==> src/rtl/chan_trig_seq.sv <==
// Multi-channel level/edge trigger: input synchronisers, per-channel match,
// occurrence counter and a sticky trigger FSM released by capture_done.
module chan_trig_seq #(
    parameter int unsigned NUM_CH      = 5,
    parameter int unsigned SYNC_STAGES = 2,
    parameter int unsigned CNT_W       = 8
) (
    input  logic                  clk,
    input  logic                  rst,
    input  logic                  armed,
    input  logic [NUM_CH-1:0]     chL,
    input  logic [NUM_CH-1:0]     chH,
    input  logic [5*NUM_CH-1:0]   ch_cfg,
    input  logic                  prot_trig,
    input  logic [CNT_W-1:0]      trig_cnt,
    input  logic                  capture_done,
    output logic [NUM_CH-1:0]     ch_trig,
    output logic [CNT_W-1:0]      match_cnt,
    output logic                  triggered,
    output logic [1:0]            trig_state
);

    localparam int unsigned CFG_W = 5 * NUM_CH;

    typedef enum logic [1:0] {
        ST_IDLE  = 2'b00,
        ST_COUNT = 2'b01,
        ST_TRIG  = 2'b10
    } state_t;

    logic [SYNC_STAGES-1:0][NUM_CH-1:0] l_pipe;
    logic [SYNC_STAGES-1:0][NUM_CH-1:0] h_pipe;
    logic [NUM_CH-1:0]                  l_prev;
    logic [NUM_CH-1:0]                  h_prev;
    logic [NUM_CH-1:0]                  l_sync;
    logic [NUM_CH-1:0]                  h_sync;
    logic [NUM_CH-1:0]                  match_c;
    logic                               all_match_c;

    state_t               state_q, state_d;
    logic [CNT_W-1:0]     match_cnt_d;
    logic                 triggered_d;
    logic [CFG_W-1:0]     cfg_q, cfg_d;
    logic [CNT_W-1:0]     cnt_q, cnt_d;

    assign l_sync = l_pipe[SYNC_STAGES-1];
    assign h_sync = h_pipe[SYNC_STAGES-1];

    // Synchroniser chains plus one history stage for edge detection
    always_ff @(posedge clk) begin
        if (rst) begin
            l_pipe <= '0;
            h_pipe <= '0;
            l_prev <= '0;
            h_prev <= '0;
        end else begin
            l_pipe <= {l_pipe[SYNC_STAGES-2:0], chL};
            h_pipe <= {h_pipe[SYNC_STAGES-2:0], chH};
            l_prev <= l_sync;
            h_prev <= h_sync;
        end
    end

    // Per-channel condition: OR of the enabled terms of the latched config
    always_comb begin
        match_c = '0;
        for (int i = 0; i < NUM_CH; i++) begin
            match_c[i] = cfg_q[5*i]
                       | (cfg_q[5*i+1] & ~l_sync[i])
                       | (cfg_q[5*i+2] &  h_sync[i])
                       | (cfg_q[5*i+3] &  l_prev[i] & ~l_sync[i])
                       | (cfg_q[5*i+4] & ~h_prev[i] &  h_sync[i]);
        end
    end

    always_ff @(posedge clk) begin
        if (rst) begin
            ch_trig <= '0;
        end else begin
            ch_trig <= match_c;
        end
    end

    assign all_match_c = (&ch_trig) & prot_trig;

    always_ff @(posedge clk) begin
        if (rst) begin
            state_q   <= ST_IDLE;
            match_cnt <= '0;
            triggered <= 1'b0;
            cfg_q     <= '0;
            cnt_q     <= '0;
        end else begin
            state_q   <= state_d;
            match_cnt <= match_cnt_d;
            triggered <= triggered_d;
            cfg_q     <= cfg_d;
            cnt_q     <= cnt_d;
        end
    end

    // Next-state: arm latches config, count qualifying cycles, hold until capture_done
    always_comb begin
        state_d     = state_q;
        match_cnt_d = match_cnt;
        triggered_d = triggered;
        cfg_d       = cfg_q;
        cnt_d       = cnt_q;
        case (state_q)
            ST_IDLE: begin
                match_cnt_d = '0;
                triggered_d = 1'b0;
                if (armed) begin
                    cfg_d   = ch_cfg;
                    cnt_d   = (trig_cnt == '0) ? CNT_W'(1) : trig_cnt;
                    state_d = ST_COUNT;
                end
            end
            ST_COUNT: begin
                if (!armed) begin
                    match_cnt_d = '0;
                    state_d     = ST_IDLE;
                end else if (all_match_c) begin
                    if ((match_cnt + CNT_W'(1)) == cnt_q) begin
                        match_cnt_d = cnt_q;
                        triggered_d = 1'b1;
                        state_d     = ST_TRIG;
                    end else begin
                        match_cnt_d = match_cnt + CNT_W'(1);
                    end
                end
            end
            ST_TRIG: begin
                triggered_d = 1'b1;
                if (capture_done) begin
                    match_cnt_d = '0;
                    triggered_d = 1'b0;
                    state_d     = ST_IDLE;
                end
            end
            default: begin
                match_cnt_d = '0;
                triggered_d = 1'b0;
                state_d     = ST_IDLE;
            end
        endcase
    end

    assign trig_state = state_q;

endmodule

==> config.mk <==
export PLATFORM = sky130hd
export DESIGN_NAME = chan_trig_seq
export DESIGN_NICKNAME = d
export VERILOG_FILES = /design/src/rtl/chan_trig_seq.sv
export SDC_FILE = /design/constraint.sdc
export NUM_CORES = 1
export LEC_CHECK = 0
export BUFFER_PORTS_ARGS = -buffer_cell sky130_fd_sc_hd__clkbuf_2
export CORE_ASPECT_RATIO = 1.1
export CORE_MARGIN = 3
export CORE_UTILIZATION = 54
export DETAILED_ROUTE_END_ITERATION = 8
export GPL_TIMING_DRIVEN = 0
export PLACE_DENSITY = 0.79
export SLEW_MARGIN = 5
export SYNTH_ARGS = -nofsm -noshare
export SYNTH_HDL_FRONTEND = slang
export SYNTH_SLANG_ARGS = --single-unit
==> constraint.sdc <==
create_clock -name clk -period 2.4 [get_ports clk]
set_input_delay 0.36 -clock clk [delete_from_list [all_inputs] [get_ports clk]]
set_output_delay 0.36 -clock clk [all_outputs]
set_load 0.01 [all_outputs]
; Word-level counts from Yosys, hierarchy flattened
; Cells that the tools add are included.
[totals]
register_bits = 79
latchBits = 0
mem_bits_rw = 0
romBits = 0
output_inout_bits = 16
elab_cells = 108
mem_count = 0
[classes]
n_addsub = 1
multipliers = 0
n_div = 0
n_lt_le_gt_ge = 0
eq_ne = 10
shift = 0
n_mux = 17
n_bitwise = 61
n_reduce_logical = 7
[ops]
columns = operator, count
row1 = 8-bit two-way mux, 5
row2 = 1-bit bitwise AND, 31
row3 = 1-bit bitwise OR, 20
row4 = 8-bit case mux with 2 select lines, 1
row5 = 2-bit two-way mux, 5
row6 = 2-bit inequality test (second input constant), 5
row7 = 1-bit inverter, 10
row8 = 8-bit by 1-bit adder with 8-bit output (second input constant), 1
row9 = 8-bit equality test, 1
row10 = 8-bit logical NOT, 1
row11 = 3-bit inequality test (second input constant), 2
row12 = 2-bit case mux with 3 select lines, 1
row13 = 5-bit AND reduction, 1
row14 = 1-bit two-way mux, 4
row15 = 2-bit AND reduction, 2
row16 = 4-bit AND reduction, 1
row17 = 3-bit AND reduction, 1
row18 = 2-bit by 1-bit equality test with 1-bit output (second input constant), 1
row19 = 2-bit equality test (second input constant), 1
row20 = 2-bit logical NOT, 1
row21 = 1-bit case mux with 2 select lines, 1

; Longest topological paths before layout
; Gate-level depths: netlist of run 1.
[depth]
word_depth = 6
depth_mapped = 9

; Least setup slack after synthesis of run 1
; No wires, ideal clock.
[synth_timing]
path_kind = reg2reg
from = register match_cnt[0]
to = register match_cnt[2]
arrival_ns = 2.013
t_required_ns = 2.278
slack_ns = 0.265
path_stages_with_launch = 8
n_path_buf = 0
cell_sequence = dfxtp_1 -> ha_1 -> nand3_2 -> and2_4 -> or4_4 -> nand3_2 -> a221oi_1 -> a311o_1
[synth_via]
elab_chain_len = 6
[synth_lines]
columns = item, line
row1 = from (decl), 18  ; output logic [CNT_W-1:0] match_cnt,
row2 = from (signal assigned), 95  ; match_cnt <= match_cnt_d;
row3 = 8-bit by 1-bit adder with 8-bit output *, "124, 129"
row4 = 8-bit equality test, 124  ; if ((match_cnt + CNT_W'(1)) == cnt_q) begin
row5 = 8-bit two-way mux *, 124
row6 = 8-bit two-way mux *, 123  ; end else if (all_match_c) begin
row7 = 8-bit two-way mux *, 120  ; if (!armed) begin
row8 = 8-bit case mux with 2 select lines *, 109  ; case (state_q)
; Mark *: on every way between the ends. The rest lies on a longest branch, timed or not. The select of a mux whose other input is x is not followed.
; A chain may end at the register's enable or synchronous reset.

; Worst setup path in the final report of run 1
[layout_timing]
from = register match_cnt[1]
to = register state_q[0], in the netlist trig_state[0]
[layout_via]
elab_chain_len = 4
[layout_lines]
columns = item, line
row1 = 8-bit by 1-bit adder with 8-bit output, 124
row2 = 8-bit equality test, 124
row3 = 3-bit inequality test (no line), -
row4 = 4-bit AND reduction (no line), -
row5 = to (signal assigned), 94  ; state_q <= state_d;
row6 = to (decl), 40  ; state_t state_q, state_d;
; Every way passes these cells.

==> results.yml, run 1 <==
status:
  outcome: "finished, final reports clean"
timing:
  tightest_slew_ns: 0.612
  fin_ws_ns: 0.148
  period_needed_ns: 2.25
  finClkSkew_ns: 0.00495
  timing.hold.ws_ns: 0.224
  timing.fmax_mhz: 444
  setup_viol: 0
  finalCritPeriodShare: 0.938
  drv_slew: 0
  finalHoldViolCount: 0
  slew_headroom: 0.592
  rsz0062_at_grt: "false"
  setup-tns-final_ns: 0
clock_tree:
  clk_pin_slew_ns: 0.08
  cts_buffers: 9
  clkLatencyLatePin_ns: 0.34
  cts_max_level: 3
  clockRootBuffer: "clkbuf_8"
  cts_sinks: 79
  cts_max_path_buffers: 2
  cts_tree: "built"
  hold_buffers: 0
critical_path:
  worstSetupPathType: "flop to flop"
  worstSetupStartpoint: "match_cnt[1]$_SDFFE_PP0P_"
  worst-r2r-setup-slack_ns: 0.15
  critPathRequiredTime_ns: 2.63
  path_max_fanout: 8
  startpoint_type: "flop"
  critPathMostFrequentCell: "nand3_2"
  cp_cell_sequence: "ha_1 > nand3_2 > and2_4 > or4_4 > nand3_2 > buf_4 > a211oi_1 > a311o_1"
  cp.arrival_ns: 2.49
  cpMaxStageDelayCell: "dfxtp_1"
  crit_path_end: "trig_state[0]$_SDFFE_PP0P_"
  end_kind: "flop"
  crit_path_max_incr_delay_ns: 0.42
  r2r-end: "trig_state[0]$_SDFFE_PP0P_"
  r2r_start: "match_cnt[1]$_SDFFE_PP0P_"
  reg2reg_depth: 8
synthesis:
  synthesis.nets: 416
  ys.warnings.count: 0
  ys.flop_type: "dfxtp_1"
  synth_seq_cells: 79
  synth_top_family_by_area: "simple AND/OR/NAND/NOR gates"
  syn_area_um2: 3170
  syn_inst: 364
  synth.distinct_cells: 46
  synthMuxAreaShare: 0.00316
  synthAdderAreaFrac: 0.0158
  async_flop_share: 0
  synth-edff-count: 0
  yosys.area_share.simple: 0.263
  synth-compound-area-share: 0.156
  yosysSeqAreaShare: 0.499
  synth_xor_area_frac: 0.0249
  avgSynthCellArea_um2: 8.70
final_layout:
  layout-drive-gt1-share: 0.211
  final_cells: 520
  reg_top3: "cfg_q x25, cnt_q x8, match_cnt x8"
  largest_reg_flops: 25
  top_register: "cfg_q"
  area_delta_synth_final_pct: 20.1
  n_antenna_cell: 0
  fin_nets: 492
global_routing:
  grt_max_degree: 14
  grt_overflow_total: 0
  antenna_found_initial: 0
  grt_first_pass_wirelength_um: 11200
  grt_pass1_vias: 2540
  track_usage: 0.211
floorplanning:
  io_pins: 64
  dieArea_um2: 6820
  die_w_um: 79.0
  initial_core_util: 0.572
  core-area_um2: 5540
  die_y_um: 86.3
  row_count: 28
power_and_ir_drop:
  power_mw: 3.18
  cellPowerDensity_nw_per_um2: 835
  p_leak_nw: 1.55
  ir_drop_uv: 480
job:
  cap_violations: 0
routing:
  drc: 0
  vias_per_cell: 5.26
  post_drt_wl_per_cell_um: 13.2
  routed_wl_um: 6860
  drt-initial-drc-count: 101
  antenna_left: 0
  vias: 2734
  first_pass_iters: 4
placement:
  pre_cts_slack_ns: 0.0382
  hpwl_um: 4940
  port_buffers: 63
  dp.cells: 502
  place.gp.congestion: 0.880
worst_hold_path:
  holdCritPathClass: "input pin to flop"
-- cell type report --
| type | count | area (µm²) |
|---|---|---|
| plain buffers | 21 | 104 |
| clock buffers | 10 | 128 |
| clock inverters | 6 | 85.1 |
| fillers | 481 | 1730 |
| inverters | 4 | 15.0 |
| multi-input cells | 260 | 1470 |
| flip-flops and latches | 79 | 1580 |
| well taps | 75 | 93.8 |
| repair buffers | 65 | 330 |
-- cell usage after synthesis (2+ instances only) --
| cell | instances | area [µm²] |
|---|---|---|
| a211oi_1 | 2 | 15.0 |
| a21oi_1 | 47 | 235 |
| a221oi_1 | 6 | 52.6 |
| a311o_1 | 6 | 60.1 |
| and2_1 | 7 | 43.8 |
| and2_4 | 2 | 17.5 |
| buf_2 | 2 | 10.0 |
| buf_6 | 3 | 33.8 |
| clkbuf_1 | 15 | 56.3 |
| dfxtp_1 | 79 | 1580 |
| ha_1 | 4 | 50.1 |
| inv_1 | 4 | 15.0 |
| nand2_1 | 79 | 297 |
| nand2b_1 | 3 | 18.8 |
| nand3_1 | 2 | 10.0 |
| nand3_2 | 2 | 20.0 |
| nand4_1 | 2 | 12.5 |
| nor2_1 | 12 | 45.0 |
| nor2b_1 | 38 | 238 |
| nor3_1 | 5 | 25.0 |
| nor4_1 | 3 | 18.8 |
| o2111ai_1 | 3 | 26.3 |
| o21ai_0 | 7 | 35.0 |
| or2_2 | 2 | 12.5 |
| xnor2_1 | 5 | 43.8 |
| xor2_1 | 4 | 35.0 |
-- worst min-delay path by stage --
stage / start / endpoint / depth (start not counted)
2_1_floorplan: h_pipe[0]$_SDFF_PP0_ / h_sync[0]$_SDFF_PP0_ / 1
3_3_place_gp: l_pipe[4]$_SDFF_PP0_ / l_sync[4]$_SDFF_PP0_ / 1
3_5_place_dp: l_pipe[3]$_SDFF_PP0_ / l_sync[3]$_SDFF_PP0_ / 1
4_1_cts: chL[0] / l_pipe[0]$_SDFF_PP0_ / 2
5_1_grt: chH[4] / h_pipe[4]$_SDFF_PP0_ / 2
6_report: chL[0] / l_pipe[0]$_SDFF_PP0_ / 2
-- metrics by stage --
| step | utilization | area [µm²] |
|---|---|---|
| 2_1_floorplan | - | 3170 |
| 3_3_place_gp | 0.646 | 3580 |
| 3_5_place_dp | 0.646 | 3580 |
| 4_1_cts | 0.685 | 3790 |
| 5_1_grt | 0.688 | 3810 |
| 6_report | 0.688 | 3810 |
-- worst max-delay path, delay by kind of cell (launching register included) --
kind | cells | cell delay, ns
AOI/OAI and AO/OA | 2 | 0.33
adders and majority gates | 1 | 0.31
buffers and inverters | 1 | 0.14
DFF | 1 | 0.42
and+or+nand+nor | 4 | 0.94
-- cell families after synthesis --
group	count (synthesis)
simple gates	166
compound gates	80
flops	79
mux	1
fa+ha+maj	4
xor+xnor	9
buf+inv	25
-- power by group --
part	leakage, nW	total, mW	internal, mW	switching, mW
clock network	0.102	1.05	0.582	0.466
registers	0.648	1.52	1.44	0.0793
logic	0.795	0.614	0.258	0.356
total	1.55	3.18	2.28	0.901
-- routing by layer --
metal	routed length [µm]	GRT usage	vias to the layer above
met3	336	0.0353	10
met1	2970	0.246	1267
li1	-	-	1389
met2	3420	0.379	68
met4	126	0.0938	0
met5	0	0	-
-- repair_timing --
action,4_1_cts,5_1_grt
buffers inserted,0,2
gates resized for setup,0,1
setup endpoints to repair,0,6
-- placed cells by master, fill, tap and decap left out, drive strengths merged, types with 2 or more instances in the layout --
cell type	n
a211oi	2
a21oi	47
a221oi	6
a311o	6
and2	9
buf	8
bufinv	2
clkbuf	88
clkinv	2
clkinvlp	2
dfxtp	79
ha	4
inv	4
nand2	79
nand2b	3
nand3	4
nand4	2
nor2	12
nor2b	38
nor3	5
nor4	3
o2111ai	3
o21ai	7
or2	3
or4	2
xnor2	5
xor2	4
Note: power is estimated with default switching activity, not from simulation.
==> run 2: changes to the inputs <==
--- a/config.mk
+++ b/config.mk
@@ -9,9 +9,11 @@
 export CORE_ASPECT_RATIO = 1.1
 export CORE_MARGIN = 3
 export CORE_UTILIZATION = 54
+export CTS_CLUSTER_DIAMETER = 120
 export DETAILED_ROUTE_END_ITERATION = 8
 export GPL_TIMING_DRIVEN = 0
 export PLACE_DENSITY = 0.79
+export RECOVER_POWER = 100
 export SLEW_MARGIN = 5
 export SYNTH_ARGS = -nofsm -noshare
 export SYNTH_HDL_FRONTEND = slang
==> results.yml, run 2 (synthesis results as in run 1) <==
status:
  outcome: "finished, final reports clean"
worst_hold_path:
  hold_end: "l_pipe[0]$_SDFF_PP0_"
  holdCritPathClass: "input pin to flop"
  holdCritStartpoint: "chL[0]"
  hold_depth: 2
placement:
  pre_cts_slack_ns: 0.0382
  port_buffers: 63
  place.gp.congestion: 0.880
  hpwl_um: 4940
  placed_cell_area_um2: 3580
timing:
  rsz0062_at_grt: "false"
  finClkSkew_ns: 0.00551
  setup_viol: 0
  timing.fmax_mhz: 437
  tightest_slew_ns: 0.610
  fin_ws_ns: 0.111
  finalCritPeriodShare: 0.954
  drv_slew: 0
  finalHoldViolCount: 0
  period_needed_ns: 2.29
  slew_headroom: 0.593
  setup-tns-final_ns: 0
final_layout:
  area_delta_synth_final_pct: 19.5
  reg_top3: "cfg_q x25, cnt_q x8, match_cnt x8"
  fin_nets: 492
  layout_common_cells: "79 x nand2_1, 78 x dfxtp_1, 47 x a21oi_1, 47 x clkbuf_2, 38 x nor2b_1"
  layout-drive-gt1-share: 0.175
  utilization: 0.684
  final_area_um2: 3790
  largest_reg_flops: 25
  top_register: "cfg_q"
  mostFrequentLayoutCell: "nand2_1"
  n_antenna_cell: 0
  fillers: 487
  multiInputGateArea_um2: 1470
  regArea_um2: 1580
clock_tree:
  hold_buffers: 0
  cts_sinks: 79
  cts_buffers: 9
  cts_max_path_buffers: 2
  cts_max_level: 3
  clk_pin_slew_ns: 0.08
  clockRootBuffer: "clkbuf_8"
  clkLatencyLatePin_ns: 0.34
  cts_tree: "built"
critical_path:
  path_max_fanout: 8
  cp_cell_sequence: "ha_1 > nand3_2 > and2_4 > or4_4 > nand3_2 > clkbuf_4 > a211oi_1 > a311o_1"
  startpoint_type: "flop"
  r2r_start: "match_cnt[1]$_SDFFE_PP0P_"
  critPathRequiredTime_ns: 2.63
  r2r-end: "trig_state[0]$_SDFFE_PP0P_"
  worst-r2r-setup-slack_ns: 0.11
  cpMaxStageDelayCell: "dfxtp_1"
  critPathMostFrequentCell: "nand3_2"
  crit_family: "simple AND/OR/NAND/NOR gates"
  crit_buf_inv: 1
  reg2reg_depth: 8
  crit_path_max_incr_delay_ns: 0.43
  worstSetupPathType: "flop to flop"
  end_kind: "flop"
  cp.arrival_ns: 2.52
floorplanning:
  die_y_um: 86.3
  core-area_um2: 5540
  dieArea_um2: 6820
  initial_core_util: 0.572
  die_w_um: 79.0
  row_count: 28
  io_pins: 64
global_routing:
  antenna_found_initial: 0
  track_usage: 0.211
  grt_max_degree: 14
  grt_pass1_vias: 2540
  grt_first_pass_wirelength_um: 11200
  grt_overflow_total: 0
routing:
  vias: 2754
  drt-initial-drc-count: 106
  antenna_left: 0
  routed_wl_um: 6870
  first_pass_iters: 4
  vias_per_cell: 5.30
  drc: 0
  post_drt_wl_per_cell_um: 13.2
power_and_ir_drop:
  power_mw: 3.18
  ir_drop_uv: 478
  cellPowerDensity_nw_per_um2: 839
  p_leak_nw: 1.49
job:
  cap_violations: 0
==> run 2: metrics by stage <==
step | cells | hold WS, ns
CTS | 518 | 0.212
global placement | 502 | 0.418
global route | 520 | 0.228
finish | 520 | 0.224
floorplan | 364 | 0.414
detailed placement | 502 | 0.424
==> run 2: worst reg2reg max path: cells and delay by family (launching register included) <==
family | cells | cell delay, ns
adders and majority gates | 1 | 0.31
and+or+nand+nor | 4 | 0.94
buffers and inverters | 1 | 0.17
AOI/OAI and AO/OA | 2 | 0.33
DFF | 1 | 0.43
==> run 2: cell type report <==
| class | instances | area share |
|---|---|---|
| well taps | 75 | 0.0248 |
| clock inverters | 6 | 0.0225 |
| repair buffers | 65 | 0.0820 |
| inverters | 4 | 0.00397 |
| clock buffers | 10 | 0.0337 |
| flip-flops and latches | 79 | 0.418 |
| plain buffers | 21 | 0.0274 |
| multi-input cells | 260 | 0.388 |
==> run 2: metal layers <==
| metal | global-route usage | up-vias | routed length, µm | part of all wire |
|---|---|---|---|---|
| met4 | 0.0938 | 0 | 126 | 0.018 |
| met5 | 0 | - | 0 | 0 |
| met2 | 0.379 | 68 | 3450 | 0.50 |
| li1 | - | 1388 | - | - |
| met3 | 0.0353 | 10 | 312 | 0.045 |
| met1 | 0.246 | 1288 | 2980 | 0.43 |
==> run 2: worst max path at each step <==
stage                              startpoint                    endpoint  slack (ns)  depth (start not counted)
floorplan           match_cnt[0]$_SDFFE_PP0P_   match_cnt[2]$_SDFFE_PP0P_        0.26                          7
global route        match_cnt[1]$_SDFFE_PP0P_  trig_state[0]$_SDFFE_PP0P_        0.02                          8
CTS                 match_cnt[0]$_SDFFE_PP0P_   match_cnt[4]$_SDFFE_PP0P_        0.03                          8
global placement    match_cnt[0]$_SDFFE_PP0P_   match_cnt[4]$_SDFFE_PP0P_        0.08                          8
finish              match_cnt[1]$_SDFFE_PP0P_  trig_state[0]$_SDFFE_PP0P_        0.11                          8
detailed placement  match_cnt[0]$_SDFFE_PP0P_   match_cnt[4]$_SDFFE_PP0P_        0.04                          8
==> run 2: report_power, final <==
part	internal (mW)	switching (mW)
Sequential	1.44	0.0793
Clock	0.582	0.468
Combinational	0.253	0.357
==> run 2: timing repair <==
| item | 4_1_cts | 5_1_grt |
|---|---|---|
| gates resized for setup | 0 | 1 |
| endpoints found under the setup margin | 0 | 6 |
| setup buffers | 0 | 2 |
